### src/rtl/decode_scoreboard.sv
// decode_scoreboard
//   Registered decode/issue stage between the fetch/D pipeline register and
//   execute. Decodes RV32I, reads operands from an internal register file and
//   tracks in-flight writes per register with a small pending-write counter.
//   A source-operand hazard stalls until the producer writes back; there is no
//   forwarding from later stages.
//
// Optional build macro: DECODE_SB_WB_BYPASS_EN
//   When defined, a source whose last pending write lands in the same cycle is
//   taken straight from wb_val_i, which removes the one-cycle bubble.
//
// Ports
//   clk, rst         clock, asynchronous active-high reset
//   f_valid_i/f_ready_o, f_instr_i, f_pc_i   fetch side handshake and payload
//   d_valid_o/d_ready_i, d_pc_o, d_opcode_info_o, d_rd_o, d_wen_o, d_imm_o,
//   d_valA_o, d_valB_o                        execute side handshake and payload
//   flush_i          drop the held instruction and block accept this cycle
//   wb_valid_i, wb_rd_i, wb_val_i             register writeback
//   kill_valid_i, kill_rd_i                   squashed producer, no writeback
//   sb_busy_o        some register has a pending write
//   sb_err_o         sticky: a counter was decremented below zero
module decode_scoreboard #(
  parameter int WIDTH     = 32,
  parameter int NUM_REGS  = 32,
  parameter int REG_WIDTH = 5,
  parameter int CNT_W     = 2
) (
  input  logic                 clk,
  input  logic                 rst,
  input  logic                 f_valid_i,
  output logic                 f_ready_o,
  input  logic [WIDTH-1:0]     f_instr_i,
  input  logic [WIDTH-1:0]     f_pc_i,
  output logic                 d_valid_o,
  input  logic                 d_ready_i,
  output logic [WIDTH-1:0]     d_pc_o,
  output logic [9:0]           d_opcode_info_o,
  output logic [REG_WIDTH-1:0] d_rd_o,
  output logic                 d_wen_o,
  output logic [WIDTH-1:0]     d_imm_o,
  output logic [WIDTH-1:0]     d_valA_o,
  output logic [WIDTH-1:0]     d_valB_o,
  input  logic                 flush_i,
  input  logic                 wb_valid_i,
  input  logic [REG_WIDTH-1:0] wb_rd_i,
  input  logic [WIDTH-1:0]     wb_val_i,
  input  logic                 kill_valid_i,
  input  logic [REG_WIDTH-1:0] kill_rd_i,
  output logic                 sb_busy_o,
  output logic                 sb_err_o
);

  localparam logic [CNT_W-1:0] CNT_MAX = '1;

  logic [WIDTH-1:0]     r_rf  [NUM_REGS];
  logic [CNT_W-1:0]     r_cnt [NUM_REGS];
  logic [CNT_W-1:0]     w_cnt_nxt [NUM_REGS];
  logic [CNT_W+1:0]     w_sum;
  logic                 w_err_set;

  logic [6:0]           w_opcode;
  logic [2:0]           w_f3;
  logic [REG_WIDTH-1:0] w_rd, w_rs1, w_rs2;
  logic [9:0]           w_info;
  logic                 w_alu_imm, w_alu, w_branch, w_jal, w_jalr;
  logic                 w_load, w_store, w_lui, w_auipc, w_system;
  logic                 w_csr, w_csr_reg;
  logic                 w_need_rs1, w_need_rs2, w_need_rd, w_wen;
  logic [31:0]          w_imm32;
  logic                 w_bypA, w_bypB, w_hazA, w_hazB, w_waw, w_hazard;
  logic [WIDTH-1:0]     w_valA, w_valB;
  logic                 w_accept;

  assign w_opcode = f_instr_i[6:0];
  assign w_f3     = f_instr_i[14:12];
  assign w_rd     = f_instr_i[7 +: REG_WIDTH];
  assign w_rs1    = f_instr_i[15 +: REG_WIDTH];
  assign w_rs2    = f_instr_i[20 +: REG_WIDTH];

  always_comb begin
    w_info = '0;
    case (w_opcode)
      7'b0010011: w_info[9] = 1'b1;
      7'b0110011: w_info[8] = 1'b1;
      7'b1100011: w_info[7] = 1'b1;
      7'b1101111: w_info[6] = 1'b1;
      7'b1100111: w_info[5] = 1'b1;
      7'b0000011: w_info[4] = 1'b1;
      7'b0100011: w_info[3] = 1'b1;
      7'b0110111: w_info[2] = 1'b1;
      7'b0010111: w_info[1] = 1'b1;
      7'b1110011: w_info[0] = 1'b1;
      default:    w_info    = '0;
    endcase
  end

  assign {w_alu_imm, w_alu, w_branch, w_jal, w_jalr,
          w_load, w_store, w_lui, w_auipc, w_system} = w_info;

  // funct3==0 under SYSTEM is ecall/ebreak/mret; funct3[2] marks CSR-immediate.
  assign w_csr      = w_system & (w_f3 != 3'b000);
  assign w_csr_reg  = w_csr & ~w_f3[2];
  assign w_need_rs1 = w_alu_imm | w_alu | w_branch | w_jalr | w_load | w_store | w_csr_reg;
  assign w_need_rs2 = w_alu | w_branch | w_store;
  assign w_need_rd  = w_alu_imm | w_alu | w_jal | w_jalr | w_load | w_lui | w_auipc | w_csr;
  assign w_wen      = w_need_rd & (w_rd != '0);

  always_comb begin
    w_imm32 = '0;
    if (w_alu_imm | w_jalr | w_load)
      w_imm32 = {{20{f_instr_i[31]}}, f_instr_i[31:20]};
    else if (w_store)
      w_imm32 = {{20{f_instr_i[31]}}, f_instr_i[31:25], f_instr_i[11:7]};
    else if (w_branch)
      w_imm32 = {{19{f_instr_i[31]}}, f_instr_i[31], f_instr_i[7],
                 f_instr_i[30:25], f_instr_i[11:8], 1'b0};
    else if (w_jal)
      w_imm32 = {{11{f_instr_i[31]}}, f_instr_i[31], f_instr_i[19:12],
                 f_instr_i[20], f_instr_i[30:21], 1'b0};
    else if (w_lui | w_auipc)
      w_imm32 = {f_instr_i[31:12], 12'b0};
  end

`ifdef DECODE_SB_WB_BYPASS_EN
  // Last outstanding write arriving now: take the operand from the wb bus.
  assign w_bypA = wb_valid_i & (wb_rd_i == w_rs1) & (r_cnt[w_rs1] == CNT_W'(1));
  assign w_bypB = wb_valid_i & (wb_rd_i == w_rs2) & (r_cnt[w_rs2] == CNT_W'(1));
`else
  assign w_bypA = 1'b0;
  assign w_bypB = 1'b0;
`endif

  assign w_hazA   = w_need_rs1 & (w_rs1 != '0) & (r_cnt[w_rs1] != '0) & ~w_bypA;
  assign w_hazB   = w_need_rs2 & (w_rs2 != '0) & (r_cnt[w_rs2] != '0) & ~w_bypB;
  assign w_waw    = w_wen & (r_cnt[w_rd] == CNT_MAX);
  assign w_hazard = w_hazA | w_hazB | w_waw;

  assign w_valA = (w_rs1 == '0) ? '0 : (w_bypA ? wb_val_i : r_rf[w_rs1]);
  assign w_valB = (w_rs2 == '0) ? '0 : (w_bypB ? wb_val_i : r_rf[w_rs2]);

  assign f_ready_o = (~d_valid_o | d_ready_i) & ~w_hazard & ~flush_i;
  assign w_accept  = f_valid_i & f_ready_o;

  // Net counter change per register; flush and accept are mutually exclusive.
  always_comb begin
    w_err_set = 1'b0;
    w_sum     = '0;
    for (int i = 0; i < NUM_REGS; i++) begin
      w_sum = {2'b00, r_cnt[i]}
            + {{(CNT_W+1){1'b0}}, (w_accept & w_wen & (w_rd == REG_WIDTH'(i)))}
            - {{(CNT_W+1){1'b0}}, (wb_valid_i & (wb_rd_i != '0) & (wb_rd_i == REG_WIDTH'(i)))}
            - {{(CNT_W+1){1'b0}}, (kill_valid_i & (kill_rd_i != '0) & (kill_rd_i == REG_WIDTH'(i)))}
            - {{(CNT_W+1){1'b0}}, (flush_i & d_valid_o & d_wen_o & (d_rd_o == REG_WIDTH'(i)))};
      if (w_sum[CNT_W+1]) begin
        w_cnt_nxt[i] = '0;
        w_err_set    = 1'b1;
      end else begin
        w_cnt_nxt[i] = w_sum[CNT_W-1:0];
      end
    end
  end

  always_comb begin
    sb_busy_o = 1'b0;
    for (int i = 0; i < NUM_REGS; i++)
      sb_busy_o = sb_busy_o | (r_cnt[i] != '0);
  end

  always_ff @(posedge clk or posedge rst) begin
    if (rst) begin
      for (int i = 0; i < NUM_REGS; i++) begin
        r_rf[i]  <= '0;
        r_cnt[i] <= '0;
      end
      sb_err_o <= 1'b0;
    end else begin
      for (int i = 0; i < NUM_REGS; i++)
        r_cnt[i] <= w_cnt_nxt[i];
      if (wb_valid_i && (wb_rd_i != '0))
        r_rf[wb_rd_i] <= wb_val_i;
      if (w_err_set)
        sb_err_o <= 1'b1;
    end
  end

  always_ff @(posedge clk or posedge rst) begin
    if (rst) begin
      d_valid_o       <= 1'b0;
      d_pc_o          <= '0;
      d_opcode_info_o <= '0;
      d_rd_o          <= '0;
      d_wen_o         <= 1'b0;
      d_imm_o         <= '0;
      d_valA_o        <= '0;
      d_valB_o        <= '0;
    end else if (w_accept) begin
      d_valid_o       <= 1'b1;
      d_pc_o          <= f_pc_i;
      d_opcode_info_o <= w_info;
      d_rd_o          <= w_need_rd ? w_rd : '0;
      d_wen_o         <= w_wen;
      d_imm_o         <= WIDTH'(w_imm32);
      d_valA_o        <= w_valA;
      d_valB_o        <= w_valB;
    end else if (flush_i || d_ready_i) begin
      d_valid_o       <= 1'b0;
    end
  end

endmodule

### config.mk
export PLATFORM = sky130hd
export DESIGN_NAME = decode_scoreboard
export DESIGN_NICKNAME = d
export VERILOG_FILES = /design/src/rtl/decode_scoreboard.sv
export SDC_FILE = /design/constraint.sdc
export NUM_CORES = 2
export LEC_CHECK = 0
export CAP_MARGIN = 25
export CORE_ASPECT_RATIO = 1.2
export CORE_MARGIN = 2
export CORE_UTILIZATION = 25
export CTS_CLUSTER_SIZE = 16
export DETAILED_ROUTE_END_ITERATION = 8
export PLACE_DENSITY_LB_ADDON = 0.12
export SYNTH_ARGS = -nofsm -noshare
export SYNTH_HDL_FRONTEND = slang
export SYNTH_SLANG_ARGS = --single-unit
export TNS_END_PERCENT = 10
### constraint.sdc
create_clock -name clk -period 48.4 [get_ports clk]
set_clock_uncertainty 0.2 [all_clocks]
set_input_delay 9.68 -clock clk [delete_from_list [all_inputs] [get_ports clk]]
set_output_delay 9.68 -clock clk [all_outputs]
set_load 0.02 [all_outputs]
# After elaboration in Yosys (flattened, before gate mapping)
# Index checks and enable logic that the tools add are counted.
[word_totals] regBits=1234 input_bits=113 out_inout_bits=148 wordCells=696
[op_classes] addsub=128 magnitude_cmp=5 n_eq_ne=135 n_mux=102 n_bitwise=203 n_reduce_logical=50
[ops] cell="bitwise mux 1024 bit" n=1
[ops] cell="two-way mux 32 bit" n=12
[ops] cell="binary-select mux 32 bit (select 5 bit)" n=2
[ops] cell="equality test 5 bit, second input constant" n=64
[ops] cell="subtractor 4 x 1 -> 4 bit" n=64
[ops] cell="demux 32 bit (select 5 bit)" n=1
[ops] cell="equality test 5 x 4 -> 1 bit, second input constant" n=32
[ops] cell="bitwise AND 1 bit" n=144
[ops] cell="subtractor 3 x 1 -> 4 bit" n=32
[ops] cell="adder 2 x 1 -> 3 bit" n=32
[ops] cell="equality test 5 x 3 -> 1 bit, second input constant" n=16
[ops] cell="two-way mux 2 bit" n=38
[ops] cell="nonzero test 2 bit" n=35
[ops] cell="OR 1 bit" n=51
[ops] cell="two-way mux 1 bit" n=44
[ops] cell="equality test 5 x 2 -> 1 bit, second input constant" n=8
[ops] cell="binary-select mux 2 bit (select 5 bit)" n=3
[ops] cell="zero test 5 bit" n=6
[ops] cell="equality test 7 bit, second input constant" n=4
[ops] cell="nonzero test 5 bit" n=5
[ops] cell="greater-or-equal comparator 6 bit, second input constant" n=4
[ops] cell="NOT 5 -> 6 bit" n=4
[ops] cell="equality test 7 x 6 -> 1 bit, second input constant" n=3
[ops] cell="equality test 5 x 1 -> 1 bit, second input constant" n=4
[ops] cell="other kinds (9)" n=14

# Depth between registers and ports, before layout
[logic_depth] ltp_word=54 mapped_depth=17 ltp_nobuf=13

# Worst setup path before layout
# No wires, ideal clock.
[synth_path] kind="in2out" from="input f_instr_i[8]" to="output f_ready_o" arrival_time_ns=11.460 required_time_ns=38.520 setup_slack_ns=27.060 path_stages=9 n_path_buf=2 path_cell_list="buf_2 -> buf_1 -> mux4_2 -> a22oi_1 -> nand3_1 -> and4b_1 -> a31oi_1 -> nand2_1 -> nor2_1"
[synth_between] elab_chain_cells=10 word_cells_on_any_way=12 classes_between="eq/ne: 1; mux: 3; bitwise: 7; reduce/logical: 1"
[synth_rtl] element="start, declared" line_no="32" text="input logic [WIDTH-1:0] f_instr_i,"
[synth_rtl] element="NOT 5 -> 6 bit (not written as such)" line_no="135" text="assign w_waw = w_wen & (r_cnt[w_rd] == CNT_MAX);"
[synth_rtl] element="binary-select mux 2 bit (select 5 bit)" line_no="135"
[synth_rtl] element="two-way mux 2 bit (not written as such) (2 in series)" line_no="135"
[synth_rtl] element="equality test 2 bit" line_no="135"
[synth_rtl] element="bitwise AND 1 bit (*)" line_no="135"
[synth_rtl] element="OR 1 bit (*)" line_no="136" text="assign w_hazard = w_hazA | w_hazB | w_waw;"
[synth_rtl] element="NOT 1 bit (*)" line_no="141" text="assign f_ready_o = (~d_valid_o | d_ready_i) & ~w_hazard & ~flush_i;"
[synth_rtl] element="bitwise AND 1 bit (*) (2 in series)" line_no="141"
[synth_rtl] element="end, declared" line_no="31" text="output logic f_ready_o,"
# Every way passes the cells marked *; elsewhere a longest branch is shown, timed or not. The select of a mux whose other input is x is not followed.

# Worst setup path after layout
[layout_path] from="input f_instr_i[23]" to="output f_ready_o"
[layout_between] elab_chain_cells=11 word_cells_on_any_way=13 classes_between="mux: 3; bitwise: 8; reduce/logical: 2"
[layout_rtl] element="NOT 5 -> 6 bit (not written as such)" line_no="134" text="assign w_hazB = w_need_rs2 & (w_rs2 != '0) & (r_cnt[w_rs2] != '0) & ~w_bypB;"
[layout_rtl] element="binary-select mux 2 bit (select 5 bit)" line_no="134"
[layout_rtl] element="two-way mux 2 bit (not written as such) (2 in series)" line_no="134"
[layout_rtl] element="nonzero test 2 bit" line_no="134"
[layout_rtl] element="bitwise AND 1 bit (*)" line_no="134"
[layout_rtl] element="OR 1 bit (*) (2 in series)" line_no="136"
[layout_rtl] element="NOT 1 bit (*)" line_no="141"
[layout_rtl] element="bitwise AND 1 bit (*) (2 in series)" line_no="141"
# Marked as above.

==> results <==
- The fraction of the mapped netlist area in compound gates is 0.8804%.
- Summed over its instances, the top area cell type makes up 45.65% of the synthesized netlist area.
- The Yosys warning count is 0.
- Based on the critical path, the design can be clocked at up to 42.52 MHz.
- Power comes to 3.435 mW.
- Entering global routing, the biggest net connects 150 pins.
- The total area of sequential cells is 30,880 sq um.
- Of all nets on the critical path, the largest fanout is 38.
- Setup violations remaining at the end of the flow were counted as 0.
- The data required time of the worst path is roughly 39 ns.
- At the end of routability-driven placement, the weighted congestion stood at 0.8505.
- The relative slew slack is 27.20%.
- The adder and majority cell fraction of the synthesized area is approximately 3.7%.
- The smallest clock period supported by the final layout is computed as 23.52 ns.
- The total overflow reported by the global router is 0.
- Summed over all cells, the static leakage comes to between 30 and 40 nW.
- The total power divided by cell area is 43.07 nW/um^2.
- TritonCTS built the clock tree.
- Counting the fill cells in the layout gives 27,140.
- The number of top-level design ports is 261.
- The total of buffers placed on input and output ports is 260.
- The effective utilization at floorplan is 25.09%.
- The total clock buffers created by CTS is 160.
- Of the total synthesized cell area, the portion taken by XOR and XNOR cells is 0%.
- Sorting the synthesized cells by area gives the leading types as sky130_fd_sc_hd__dfrtp_1, sky130_fd_sc_hd__mux4_2, sky130_fd_sc_hd__nand2_1.
- The final cycle utilization of the critical path is 48.59%.
- After clock tree synthesis, the setup repair step added 0 buffers.
- The part of the Yosys area used for sequential elements is 45.65%.
- The number of sinks handled by clock tree synthesis is approximately 1,200.
- The detailed-route DRC error count is 0.
- STA classifies the critical path startpoint as an input pin.
- The number of global-route vias before repair was 48,190.
- The worst setup path is captured at an output port.
- The die outline area is 274,800 sq um.
- The library cell with the largest summed area after synthesis is sky130_fd_sc_hd__dfrtp_1.
- The synthesized netlist contains 55 unique library cells.
- Detailed placement finished with a half-perimeter wire length of 165.9 mm.
- Max-cap violations in this run came to 0.
- The critical path start-end classification is input pin to output port.
- For this run, the detailed router's first-pass iteration total came to 5.
- The number of antenna violations at the first check in global routing was 20.
- The run finished with clean final reports.
- The area share of and/or/nand/nor cells after synthesis is 12.64%.
- The total length of routed wires is ~270 mm.
- The final layout contains 5,979 nets.
- After clock tree synthesis, the clock-pin slew on the worst setup and hold paths is 0.06 ns.
- The number of gates resized after CTS was 0.
- After synthesis, the share of flip-flops with an asynchronous set or reset is between 90% and 100%.
- The number of max-slew violations in the final report is 0.
- The clock tree synthesis step divided the H-tree into 4 levels.
- The class of the tightest hold or removal check is register to register.
- The final setup TNS is 0 ns.
- In the final layout, the multi-input gates occupy 34,240 sq um.
- After floorplanning, the core was divided into 209 placement rows.
- Data arrives at the worst endpoint at 13.64 ns.
- Dividing the detail-routed wire length by the instance count gives 28.98 microns.
- Hold repair after CTS inserted 0 buffers.
- In the synthesized netlist, mux cells make up 33.11% of the area.
- Summing over every cut layer, the via total after detailed routing is approximately 47,000.
- The number of placed instances, taps included, is 9,128.
- The finished cells cover 79,760 sq um.
- Measured on the finished design, the core utilization comes to 29.59%.
- The area of the placeable core is between 200,000 and 300,000 sq um.
- The commonest register cell after synthesis is sky130_fd_sc_hd__dfrtp_1.
- From left edge to right edge, the die measures around 480 microns.
- The detailed router's first-iteration violation count is 3,560.
- The root buffer cell is sky130_fd_sc_hd__clkbuf_16.
- The synthesized netlist occupies a cell area of between 60,000 and 70,000 sq um.
- The combinational family with the most area after synthesis is multiplexers.
- The mean instance size in the synthesized netlist is ~12 sq um.
- After the flow finishes, the layout carries non-filler instances totaling 9,414.
- In the synthesized netlist, the cells that appear most often are sky130_fd_sc_hd__nand2_1, sky130_fd_sc_hd__dfrtp_1, sky130_fd_sc_hd__mux4_2.
- Summing all placed instances gives a cell area of ~74,000 sq um.
- The number of enable flip-flop cells after synthesis is 0.
- For the worst-skew pair, the clock arrives at the later sink with an insertion delay of 0.85 ns.
- The clock passes through at most 4 buffers.
- The combined global-route utilization of all metal layers is 19.70%.
- The post-synthesis register bit count is 1,234.
- The number of routed nets with antenna violations is 0.
- The final number of hold-violating endpoints was 0.
- The peak ir drop on the vdd network is 0.02922 mV.
- The area added between synthesis and finish is 17.92%.
- Using the TritonRoute via totals, the vias-per-cell ratio works out to roughly 4.9.
- Setup repair after global routing left no endpoint under its margin.
- The first global-routing pass estimated ~390 mm of wire.
- The cell count after synthesis came out at 5,613.
- The slew at the pin with the worst max-slew slack is 1.092 ns.
- The floorplan step set the die height to 573.8 microns.
- The share of post-route cells with drive strength above 1 is between 20% and 30%.
- Among all cell types in the netlist, the one instantiated most often is sky130_fd_sc_hd__nand2_1.
-- sequential cells by signal (all words and copies together), names as in the netlist --
register / flops
r_rf: 1024
d_opcode_info_o: 10
d_pc_o: 32
sb_err_o: 1
d_valA_o: 32
r_cnt: 64
d_rd_o: 5
d_valB_o: 32
d_valid_o: 1
d_wen_o: 1
d_imm_o: 32
-- where the power goes --
group	internal [mW]	switching [mW]	total, mW
clock network	0.732	0.497	1.23
registers	1.24	0.176	1.42
logic	0.425	0.365	0.789
total	2.40	1.04	3.44
-- path summary, 6_finish.rpt --
check	startpoint	depth (start not counted)	to	slack [ns]
max in group asynchronous	rst	10	r_rf[300]	31.84
min	r_rf[1007]	0	r_rf[1007]	0.19
min in group asynchronous	rst	2	d_pc_o[1]	9.11
max	f_instr_i[23]	10	f_ready_o	24.88
min reg2reg	r_rf[1007]	0	r_rf[1007]	0.19
max reg2reg	r_cnt[5]	14	sb_err_o	42.56
-- layout by cell type (no fill, tap or decap), types with 5 or more instances in the layout --
cell type | netlist | routed
sky130_fd_sc_hd__nand4_1 | 14 | 14
sky130_fd_sc_hd__nor4_1 | 41 | 41
sky130_fd_sc_hd__mux4_2 | 669 | 669
sky130_fd_sc_hd__or3_1 | 9 | 9
sky130_fd_sc_hd__mux2i_1 | 58 | 58
sky130_fd_sc_hd__a21oi_1 | 32 | 32
sky130_fd_sc_hd__nor2_4 | 0 | 13
sky130_fd_sc_hd__clkbuf_1 | 337 | 27
sky130_fd_sc_hd__inv_1 | 205 | 186
sky130_fd_sc_hd__buf_4 | 3 | 144
sky130_fd_sc_hd__mux2_4 | 86 | 86
sky130_fd_sc_hd__o21ai_0 | 39 | 39
sky130_fd_sc_hd__clkbuf_16 | 0 | 161
sky130_fd_sc_hd__nand2b_1 | 13 | 13
sky130_fd_sc_hd__nor2_1 | 187 | 174
sky130_fd_sc_hd__clkbuf_8 | 0 | 42
sky130_fd_sc_hd__buf_16 | 0 | 9
sky130_fd_sc_hd__bufinv_16 | 0 | 11
sky130_fd_sc_hd__inv_2 | 0 | 17
sky130_fd_sc_hd__nor3_1 | 15 | 15
sky130_fd_sc_hd__nand2_2 | 0 | 8
sky130_fd_sc_hd__nand2_1 | 1702 | 1693
sky130_fd_sc_hd__clkinv_2 | 0 | 26
sky130_fd_sc_hd__dfrtp_1 | 1234 | 1234
sky130_fd_sc_hd__mux2_2 | 485 | 485
sky130_fd_sc_hd__nand3_1 | 25 | 21
sky130_fd_sc_hd__fa_1 | 64 | 64
sky130_fd_sc_hd__buf_12 | 0 | 7
sky130_fd_sc_hd__nor2b_1 | 83 | 82
sky130_fd_sc_hd__nor4b_1 | 6 | 5
sky130_fd_sc_hd__diode_2 | 0 | 9
sky130_fd_sc_hd__clkdlybuf4s50_1 | 0 | 250
sky130_fd_sc_hd__o21a_1 | 5 | 5
sky130_fd_sc_hd__buf_8 | 0 | 7
sky130_fd_sc_hd__ha_1 | 96 | 96
-- cell type report --
cell class | count | area share (%)
Sequential cell | 1234 | 38.71
Timing Repair Buffer | 421 | 5.151
Antenna cell | 9 | 0.02824
Multi-Input combinational cell | 3684 | 42.92
Clock buffer | 230 | 5.903
Clock inverter | 44 | 0.6729
Inverter | 205 | 0.9804
Tap cell | 3587 | 5.627
-- per-layer routing --
layer  GRT usage, %  vias up  routed length (microns)
met4          5.667        6                     7700
met1          25.88    25170                   116600
met2          33.76     1282                   136700
met5              0        -                       34
li1               -    19710                        -
met3          2.609      359                    11760
-- stage by stage --
step | setup slack (ns) | hold slack (ns)
2_1_floorplan | 3.749 | 0.2413
5_1_grt | 24.77 | 0.2052
4_1_cts | 24.74 | 0.1965
6_report | 24.88 | 0.1941
3_3_place_gp | 24.72 | 0.1769
3_5_place_dp | 24.74 | 0.1836
-- critical path: stages --
cell and delay, ns:
sky130_fd_sc_hd__clkdlybuf4s50_1 0.64, sky130_fd_sc_hd__inv_6 0.73, sky130_fd_sc_hd__a31o_4 0.26, sky130_fd_sc_hd__buf_4 0.66, sky130_fd_sc_hd__nor3b_1 0.23, sky130_fd_sc_hd__nand3_1 0.18, sky130_fd_sc_hd__and4b_1 0.24, sky130_fd_sc_hd__nand2_1 0.06
sky130_fd_sc_hd__nor2_1 0.23, sky130_fd_sc_hd__clkdlybuf4s50_1 0.68
-- cells by family after synthesis --
group | Yosys count
AND/OR/NAND/NOR | 2122
multiplexers | 1298
flip-flops | 1234
buffers and inverters | 696
adder cells (fa/ha/maj) | 160
AO/OA/AOI/OAI | 101
other | 2
Note: power is estimated with default switching activity, not from simulation.
